[src/rtl/pwm_pkg.sv]
// Constants shared by the PWM generator and the PWM capture block so both
// sides agree on the top/compare encoding.
package pwm_pkg;

    localparam int TOP_W      = 8;
    localparam int CMP_W      = 9;
    localparam int MAX_PERIOD = 256;

    typedef logic [TOP_W-1:0] top_t;
    typedef logic [CMP_W-1:0] cmp_t;

    typedef enum logic [0:0] {
        ST_IDLE    = 1'b0,
        ST_MEASURE = 1'b1
    } cap_state_e;

endpackage

[src/rtl/pwm_capture_if.sv]
// Result bus of the PWM capture block: recovered top/compare pair, strobes
// and the synchronized input level.
interface pwm_capture_if;
    import pwm_pkg::*;

    top_t o_top;
    logic o_top_valid;
    cmp_t o_compare;
    logic o_compare_valid;
    logic o_overflow;
    logic o_level;

    modport master (
        output o_top, o_top_valid, o_compare, o_compare_valid, o_overflow, o_level
    );

    modport slave (
        input o_top, o_top_valid, o_compare, o_compare_valid, o_overflow, o_level
    );

endinterface

[src/rtl/sync_edge_detect.sv]
// Synchronizes an asynchronous level into the i_clk domain and flags its
// rising and falling edges.
module sync_edge_detect #(
    parameter int SYNC_STAGES = 2
) (
    input  logic i_clk,
    input  logic i_rst_n,
    input  logic i_async,
    output logic o_s,
    output logic o_rise,
    output logic o_fall
);

    logic [SYNC_STAGES-1:0] sync_q;
    logic [SYNC_STAGES-1:0] sync_d;
    logic                   prev_q;
    logic                   prev_d;

    // Next state of the synchronizer chain and the previous-level flop.
    always_comb begin
        sync_d = {sync_q[SYNC_STAGES-2:0], i_async};
        prev_d = sync_q[SYNC_STAGES-1];
    end

    // Synchronizer and previous-level registers.
    always_ff @(posedge i_clk) begin
        if (!i_rst_n) begin
            sync_q <= '0;
            prev_q <= 1'b0;
        end else begin
            sync_q <= sync_d;
            prev_q <= prev_d;
        end
    end

    assign o_s    = sync_q[SYNC_STAGES-1];
    assign o_rise = o_s & ~prev_q;
    assign o_fall = ~o_s & prev_q;

endmodule

[src/rtl/pwm_capture.sv]
// Measures an incoming PWM waveform and reports it as the generator's own
// top (period - 1) / compare (high cycles) pair.
module pwm_capture #(
    parameter int SYNC_STAGES = 2,
    parameter int MAX_PERIOD  = pwm_pkg::MAX_PERIOD
) (
    input  logic          i_clk,
    input  logic          i_rst_n,
    input  logic          i_pwm,
    pwm_capture_if.master cap
);
    import pwm_pkg::*;

    localparam cmp_t MAX_CNT   = CMP_W'(MAX_PERIOD);
    localparam cmp_t STUCK_CNT = CMP_W'(MAX_PERIOD - 1);

    logic       s_s;
    logic       rise_s;
    logic       fall_s;
    logic       edge_s;
    logic       stuck_s;

    cap_state_e state_q,    state_d;
    cmp_t       per_cnt_q,  per_cnt_d;
    cmp_t       hi_cnt_q,   hi_cnt_d;
    cmp_t       idle_cnt_q, idle_cnt_d;
    top_t       top_q,      top_d;
    cmp_t       cmp_q,      cmp_d;
    logic       valid_q,    valid_d;
    logic       ovf_q,      ovf_d;

    sync_edge_detect #(
        .SYNC_STAGES (SYNC_STAGES)
    ) u_sync (
        .i_clk   (i_clk),
        .i_rst_n (i_rst_n),
        .i_async (i_pwm),
        .o_s     (s_s),
        .o_rise  (rise_s),
        .o_fall  (fall_s)
    );

    assign edge_s  = rise_s | fall_s;
    assign stuck_s = (idle_cnt_q == STUCK_CNT) && !edge_s;

    // Measurement FSM: a rise closes the running period and opens the next;
    // a static input is reported as 0% / 100% duty and wins over overflow.
    always_comb begin
        state_d    = state_q;
        per_cnt_d  = per_cnt_q;
        hi_cnt_d   = hi_cnt_q;
        idle_cnt_d = edge_s ? 9'd0 : (idle_cnt_q + 9'd1);
        top_d      = top_q;
        cmp_d      = cmp_q;
        valid_d    = 1'b0;
        ovf_d      = 1'b0;
        if (stuck_s) begin
            valid_d    = 1'b1;
            top_d      = 8'hFF;
            cmp_d      = s_s ? MAX_CNT : 9'd0;
            idle_cnt_d = 9'd0;
            state_d    = ST_IDLE;
        end else begin
            case (state_q)
                ST_IDLE: begin
                    if (rise_s) begin
                        per_cnt_d = 9'd1;
                        hi_cnt_d  = 9'd1;
                        state_d   = ST_MEASURE;
                    end else begin
                        state_d   = ST_IDLE;
                    end
                end
                ST_MEASURE: begin
                    if (rise_s) begin
                        valid_d   = 1'b1;
                        top_d     = top_t'(per_cnt_q - 9'd1);
                        cmp_d     = hi_cnt_q;
                        per_cnt_d = 9'd1;
                        hi_cnt_d  = 9'd1;
                    end else if (per_cnt_q == MAX_CNT) begin
                        ovf_d     = 1'b1;
                        state_d   = ST_IDLE;
                    end else begin
                        per_cnt_d = per_cnt_q + 9'd1;
                        hi_cnt_d  = s_s ? (hi_cnt_q + 9'd1) : hi_cnt_q;
                    end
                end
                default: begin
                    state_d = ST_IDLE;
                end
            endcase
        end
    end

    // State, counters and registered outputs.
    always_ff @(posedge i_clk) begin
        if (!i_rst_n) begin
            state_q    <= ST_IDLE;
            per_cnt_q  <= 9'd0;
            hi_cnt_q   <= 9'd0;
            idle_cnt_q <= 9'd0;
            top_q      <= 8'd0;
            cmp_q      <= 9'd0;
            valid_q    <= 1'b0;
            ovf_q      <= 1'b0;
        end else begin
            state_q    <= state_d;
            per_cnt_q  <= per_cnt_d;
            hi_cnt_q   <= hi_cnt_d;
            idle_cnt_q <= idle_cnt_d;
            top_q      <= top_d;
            cmp_q      <= cmp_d;
            valid_q    <= valid_d;
            ovf_q      <= ovf_d;
        end
    end

    assign cap.o_top           = top_q;
    assign cap.o_compare       = cmp_q;
    assign cap.o_top_valid     = valid_q;
    assign cap.o_compare_valid = valid_q;
    assign cap.o_overflow      = ovf_q;
    assign cap.o_level         = s_s;

endmodule

[src/flat_wrapper.sv]
// flat-port wrapper written by rule: the top's interface ports become plain ports
module pwm_capture_flat import pwm_pkg::*;
#(
    parameter int SYNC_STAGES = 2,
    parameter int MAX_PERIOD  = pwm_pkg::MAX_PERIOD
)
  (i_clk, i_rst_n, i_pwm, cap_o_top, cap_o_top_valid, cap_o_compare, cap_o_compare_valid, cap_o_overflow, cap_o_level);
  pwm_capture_if cap_i ();
  input  logic i_clk;
  input  logic i_rst_n;
  input  logic i_pwm;
  output wire logic [$bits(cap_i.o_top)-1:0] cap_o_top;
  output wire logic [$bits(cap_i.o_top_valid)-1:0] cap_o_top_valid;
  output wire logic [$bits(cap_i.o_compare)-1:0] cap_o_compare;
  output wire logic [$bits(cap_i.o_compare_valid)-1:0] cap_o_compare_valid;
  output wire logic [$bits(cap_i.o_overflow)-1:0] cap_o_overflow;
  output wire logic [$bits(cap_i.o_level)-1:0] cap_o_level;
  assign cap_o_top = cap_i.o_top;
  assign cap_o_top_valid = cap_i.o_top_valid;
  assign cap_o_compare = cap_i.o_compare;
  assign cap_o_compare_valid = cap_i.o_compare_valid;
  assign cap_o_overflow = cap_i.o_overflow;
  assign cap_o_level = cap_i.o_level;
  pwm_capture #(.SYNC_STAGES(SYNC_STAGES), .MAX_PERIOD(MAX_PERIOD)) u_core (.i_clk(i_clk), .i_rst_n(i_rst_n), .i_pwm(i_pwm), .cap(cap_i));
endmodule
[config.mk]
export PLATFORM = sky130hd
export DESIGN_NAME = pwm_capture_flat
export DESIGN_NICKNAME = d
export VERILOG_FILES = /design/src/rtl/pwm_pkg.sv /design/src/rtl/pwm_capture_if.sv /design/src/rtl/sync_edge_detect.sv /design/src/rtl/pwm_capture.sv /design/src/flat_wrapper.sv
export SDC_FILE = /design/constraint.sdc
export NUM_CORES = 1
export LEC_CHECK = 0
export ABC_AREA = 1
export CORE_ASPECT_RATIO = 0.6
export CORE_MARGIN = 2
export CORE_UTILIZATION = 51
export DETAILED_ROUTE_END_ITERATION = 7
export PLACE_DENSITY = 0.75
export SKIP_CTS_REPAIR_TIMING = 1
export SYNTH_ARGS = -nofsm -noshare
export SYNTH_HDL_FRONTEND = slang
export SYNTH_SLANG_ARGS = --single-unit
[constraint.sdc]
create_clock -name i_clk -period 1.7 [get_ports i_clk]
set_input_delay 0.34 -clock i_clk [delete_from_list [all_inputs] [get_ports i_clk]]
set_output_delay 0.34 -clock i_clk [all_outputs]
set_load 0.1 [all_outputs]
# [Word level (Yosys, flattened, before mapping)]
# Index checks and enable logic that the tools add are counted.
# Widths: inputs -> output; s select.
[op_classes] n_addsub=4 mul=0 div_mod_pow=0 order_cmp=0 eq_ne=5 shift=0 muxes=22 n_bitwise=8 reduce_logical=10
[ops] cell="$mux 9" count=10
[ops] cell="$pmux 9 s2" count=2
[ops] cell="$add 9x1->9 const B" count=3
[ops] cell="$mux 8" count=3
[ops] cell="$eq 9x8->1 const B" count=1
[ops] cell="$eq 9x9->1 const B" count=1
[ops] cell="$sub 8x1->8 const B" count=1
[ops] cell="$mux 1" count=6
[ops] cell="$ne 3x2->1 const B" count=2
[ops] cell="$not 1->1" count=5
[ops] cell="$reduce_and 4->1" count=1
[ops] cell="$reduce_bool 2->1" count=2
[ops] cell="$reduce_or 4->1" count=1
[ops] cell="$reduce_and 3->1" count=1
[ops] cell="$reduce_or 3->1" count=1
[ops] cell="$and 1x1->1" count=2
[ops] cell="$ne 2x1->1 const B" count=1
[ops] cell="$pmux 1 s2" count=1
[ops] cell="$reduce_and 2->1" count=1
[ops] cell="$reduce_or 2->1" count=1
[ops] cell="$logic_and 1x1->1" count=1
[ops] cell="$logic_not 1->1" count=1
[ops] cell="$or 1x1->1" count=1
[word_totals] reg_bits=50 latchBits=0 ramBits=0 romBits=0 in_bits=3 out_inout_bits=21 elab_cells=59 n_memories=0

# [Longest topological paths before layout]
[logic_depth] depth_word=7 mapped_depth=13

# [Modules after synthesis]
# Synthesis repeated with hierarchy kept, for this count alone.
[hier_totals] cells_unflattened=358 area_unflattened_um2=2499.9
[modules_own_cells] module="pwm_capture" n_inst=1 cells_each=345 area_per_inst_um2=2399.8 seq_area_each_um2=940.9
[modules_own_cells] module="sync_edge_detect" n_inst=1 cells_each=13 area_per_inst_um2=100.1 seq_area_each_um2=60.1

# [Worst setup path before layout]
# Ideal clock, no wire load.
[synth_path] path_type="reg2reg" start="register u_core.u_sync.sync_q[1]" end="register u_core.top_q[4], in the netlist u_core.cap.o_top[4]" setup_ns=0.134 t_arrival_ns=2.043 required_time_ns=1.566 path_slack_ns=-0.477 stages_incl_launch_ff=7 n_path_buf=1 period_less_slack_ns=2.177 path_cell_list="dfxtp_1 ha_1 nand2_1 inv_1 nor2_2 buf_4 a41oi_1"
[synth_via] elab_chain_len=7 elab_cells_between_ends=10
[synth_lines] item="start, declared" line="sync_edge_detect.sv:14" text="logic [SYNC_STAGES-1:0] sync_q;"
[synth_lines] item="start signal, assigned" line="sync_edge_detect.sv:31" text="sync_q <= sync_d;"
[synth_lines] item="$not 1->1" line="sync_edge_detect.sv:38" text="assign o_fall = ~o_s & prev_q;"
[synth_lines] item="$and 1x1->1" line="sync_edge_detect.sv:38"
[synth_lines] item="$or 1x1->1" line="pwm_capture.sv:43" text="assign edge_s = rise_s | fall_s;"
[synth_lines] item="$logic_not 1->1" line="pwm_capture.sv:44" text="assign stuck_s = (idle_cnt_q == STUCK_CNT) && !edge_s;"
[synth_lines] item="$logic_and 1x1->1" line="pwm_capture.sv:44"
[synth_lines] item="$reduce_bool 2->1 (no line)"
[synth_lines] item="$reduce_and 2->1 (no line)"
[synth_lines] item="end signal, assigned" line="pwm_capture.sv:112" text="top_q <= top_d;"
[synth_lines] item="end, declared" line="pwm_capture.sv:27" text="top_t top_q, top_d;"
# Several ways; a longest one is shown, not always the timed one.
# A chain may end at the register's enable or synchronous reset.

# [Final worst setup path]
[layout_path] start="register u_core.idle_cnt_q[0]" end="register u_core.idle_cnt_q[3]"
[layout_via] elab_chain_len=3 elab_cells_between_ends=4
[layout_lines] item="start, declared" line="pwm_capture.sv:26" text="cmp_t idle_cnt_q, idle_cnt_d;"
[layout_lines] item="start signal, assigned" line="pwm_capture.sv:111" text="idle_cnt_q <= idle_cnt_d;"
[layout_lines] item="branches (longest 3 deep; another with $add 9x1->9)"
# Several ways; the timed one is not identified.

==> PnR_summary.wiki <==
{| class="wikitable"
! Metric !! Value
|-
| Min Clock Period, post-route || 1.97 ns
|-
| Detailed-route wire length per cell || 14.3 um
|-
| Hold wc startpoint || u_core.u_sync.sync_q[0]
|-
| Worst-path cell chain || ha_4 > nand2_2 > nor3b_2 > nand2_1 > nor2_2 > ha_2 > nand2_4 > inv_4 > buf_6 > nor2_4 > nand2_2 > buf_6 > nor2_1
|-
| Count of flip-flops with a built-in enable after synthesis || 0
|-
| Number of iterations in the first detailed-routing pass || 5
|-
| Drt drc || 0
|-
| Max clock buf depth || 2
|-
| Cell types with the largest area share after synthesis || sky130_fd_sc_hd__dfxtp_1 (39%), sky130_fd_sc_hd__nand2_1 (13%), sky130_fd_sc_hd__nor2_1 (7.7%)
|-
| Count of vias placed by the detailed router || 2,595
|-
| # diodes || 0
|-
| Hold WS || 0.430 ns
|-
| Critical path origin || u_core.idle_cnt_q[0]
|-
| Top Family by Delay on Critical Path || simple AND/OR/NAND/NOR gates
|-
| Final clock period utilization by the worst path || 116%
|-
| Number of maximum-capacitance violations || 0
|-
| Type of element launching the critical path || flip-flop
|-
| Cell count after synthesis || 370
|-
| Slew at the pin closest to its max-slew limit || 0.386 ns
|-
| Final setup fails || 47
|-
| Flip-flop and latch count after synthesis || 50
|-
| Fraction of final layout cells with drive strength greater than 1 || 24.6%
|-
| Proportion of synthesized flip-flops having asynchronous set or reset || 0%
|-
| Final hold violations || 0
|-
| Crit path max fanout || 5
|-
| Global-route congestion overflow total || 0
|-
| Area of the mapped netlist || 2590 um2
|-
| Cell leakage power || 1.47 nW
|-
| Combined buffer and inverter count along the critical path || 3
|-
| Run status || finished with violations
|-
| Largest stage delay on the critical path || 0.38 ns
|-
| Slew margin rel. || 74.2%
|-
| Clock tree from TritonCTS || done
|-
| Signed area change from the synthesized netlist to the final layout || 34.1%
|-
| Final RePlAce weighted congestion || 0.899
|-
| Count of fill cells added during filler insertion || 365
|-
| Clock latency at the later pin of the worst-skew pair || 0.31 ns
|-
| Depth of the CTS H-tree || 2
|-
| Biggest area consumer among synthesized cells || sky130_fd_sc_hd__dfxtp_1
|-
| Data required, critical path || 1.92 ns
|-
| Violations in the final reports || negative setup slack
|-
| Origin of the critical flop-to-flop path || u_core.idle_cnt_q[0]
|-
| Final-stage net count || 423
|-
| Clock tree sinks || 50
|-
| Via count of the first global-routing pass || 2,240
|-
| Setup repair after global routing missed its margin || true
|-
| Type of element capturing the critical path || flip-flop
|-
| Area enclosed by the die boundary || 5680 um2
|-
| Number of antenna violations at the first check in global routing || 0
|-
| Io pins || 24
|-
| Average via count per standard cell || 5.41
|-
| Chip width || 96 um
|-
| Total of warnings raised by yosys || 0
|-
| Setup TNS || -7.47 ns
|-
| DP Worst Slack || -0.321 ns
|-
| Arrival time at the worst endpoint || 2.18 ns
|-
| Count of nets left with antenna violations after detail routing || 0
|-
| Post-synth cell types || 32
|-
| Sequential element share of the synthesized area || 38.6%
|-
| Final WL || 6850 um
|-
| Total nets after synthesis || 380
|-
| Worst Clk Skew || 0.00922 ns
|-
| Critical path class || flip-flop to flip-flop
|-
| Min setup slack post-route || -0.266 ns
|-
| Number of placement rows || 20
|-
| Finished Core Util || 69.7%
|-
| Global-route wire length before repair || 10,800 um
|-
| Crit path max-delay cell type || sky130_fd_sc_hd__dfxtp_2
|-
| IO buf count || 23
|-
| Average size of a mapped cell || 7.00 um2
|-
| Library cell used as clock root buffer || sky130_fd_sc_hd__clkbuf_8
|-
| Estimated wirelength of the detail-placed design || 4790 um
|-
| Combined global-route utilization of all metal layers || 24.9%
|-
| Total power after layout || 2.33 mW
|-
| Number of DRC violations after detailed-routing iteration 0 || 217
|-
| Prevailing post-synth register cell || sky130_fd_sc_hd__dfxtp_1
|-
| Max-slew violation count || 0
|-
| Num CTS Buffers || 5
|-
| Pin count of the biggest net entering global routing || 24
|-
| Post-CTS clock slew at the launch and capture registers of the worst setup and hold paths || 0.10 ns
|-
| Class of the tightest hold or removal check || flip-flop to flip-flop
|-
| Die Y || 59.2 um
|-
| Timing-limited maximum frequency || 509 MHz
|-
| Share of Yosys cell area claimed by the top area cell type || 38.6%
|-
| Largest voltage drop on the vdd net || 0.000552 V
|-
| Pwr/cell area || 671 nW/um2
|-
| Core Box Area || 4980 um2
|-
| Starting utilization of the core area || 52.0%
|}
## area by class of cell
cell class | instances | area [um2] | share of cell area [%]
timing repair buffer | 49 | 663 | 19.1
clock buffer | 5 | 68.8 | 1.98
tap | 66 | 82.6 | 2.38
multi-input combinational | 249 | 1410 | 40.5
sequential | 50 | 1010 | 29.0
inverter | 58 | 225 | 6.48
clock inverter | 3 | 21.3 | 0.612
## stage by stage
stage | area [um2] | instances
floorplan | 2610 | 370
global placement | 3190 | 467
detailed placement | 3190 | 467
CTS | 3280 | 475
global route | 3470 | 480
finish | 3470 | 480
## registers in the layout (all words and copies together), names as in the netlist
| register | count |
|---|---|
| u_core.cap.o_top | 8 |
| u_core.u_sync.sync_q | 2 |
| u_core.per_cnt_q | 9 |
| u_core.u_sync.prev_q | 1 |
| u_core.idle_cnt_q | 9 |
| u_core.cap.o_compare_valid | 1 |
| u_core.hi_cnt_q | 9 |
| u_core.cap.o_overflow | 1 |
| u_core.state_q | 1 |
| u_core.cap.o_compare | 9 |
## metal layers
| layer | routed length, um | share of wire, % | GRT usage, % | vias to the layer above |
|---|---|---|---|---|
| li1 | - | - | - | 1273 |
| met1 | 3280 | 48 | 37.5 | 1196 |
| met2 | 2920 | 43 | 35.4 | 122 |
| met3 | 622 | 9.1 | 7.89 | 4 |
| met4 | 27 | 0.39 | 3.88 | 0 |
| met5 | 0 | 0 | 0 | - |
## worst min-delay path, delay by kind of cell, from the launching register on
| kind | cells | cell delay (ns) |
|---|---|---|
| simple gates | 1 | 0.06 |
| buf+inv | 1 | 0.03 |
| flops | 1 | 0.32 |
## synth_stat cells (4+ instances only)
cell / n
sky130_fd_sc_hd__a211oi_1: 6
sky130_fd_sc_hd__buf_6: 4
sky130_fd_sc_hd__a21oi_1: 15
sky130_fd_sc_hd__inv_2: 4
sky130_fd_sc_hd__buf_4: 4
sky130_fd_sc_hd__nor3_1: 7
sky130_fd_sc_hd__ha_1: 7
sky130_fd_sc_hd__nand4_1: 23
sky130_fd_sc_hd__nor2_4: 5
sky130_fd_sc_hd__nor2_2: 4
sky130_fd_sc_hd__nand3_1: 11
sky130_fd_sc_hd__inv_1: 47
sky130_fd_sc_hd__o21ai_0: 9
sky130_fd_sc_hd__dfxtp_1: 50
sky130_fd_sc_hd__nor2_1: 53
sky130_fd_sc_hd__clkinv_1: 7
sky130_fd_sc_hd__nand2_1: 87
## path summary, 6_finish.rpt
path	to	slack, ns	depth (start not counted)
setup / recovery	u_core.idle_cnt_q[3]	-0.27	13
hold / removal	u_core.u_sync.sync_q[1]	0.43	2
setup reg to reg	u_core.idle_cnt_q[3]	-0.27	13
hold reg to reg	u_core.u_sync.sync_q[1]	0.43	2
## cells by family after synthesis
group           count (synthesis)  synth area share (%)
flops                          50                  38.6
fa+ha+maj                       7                  3.38
buf+inv                        71                  12.3
simple gates                  200                  35.9
compound gates                 40                  9.08
xor+xnor                        2                 0.676
## placed cells by master, fill, tap and decap left out, drive strengths merged
cell type / Yosys / layout
ha: 7 / 7
nor2: 62 / 62
or2: 1 / 1
clkdlybuf4s50: 0 / 2
o211ai: 3 / 3
nor3: 8 / 8
a21oi: 15 / 15
a31oi: 3 / 3
nor3b: 3 / 3
o21bai: 2 / 2
buf: 11 / 47
o21ai: 10 / 10
dfxtp: 50 / 50
clkbuf: 2 / 5
a41oi: 1 / 1
a211oi: 6 / 6
nand2: 89 / 89
xor2: 2 / 2
nand4: 23 / 23
inv: 51 / 50
clkinvlp: 0 / 1
clkinv: 7 / 10
nand3: 14 / 14
## power by group
group | switching [mW] | internal (mW) | leakage, nW
logic | 0.237 | 0.139 | 1.02
clock network | 0.430 | 0.290 | 0.0441
registers | 0.0338 | 1.20 | 0.406
No activity file was read; power rests on OpenSTA's default activity.
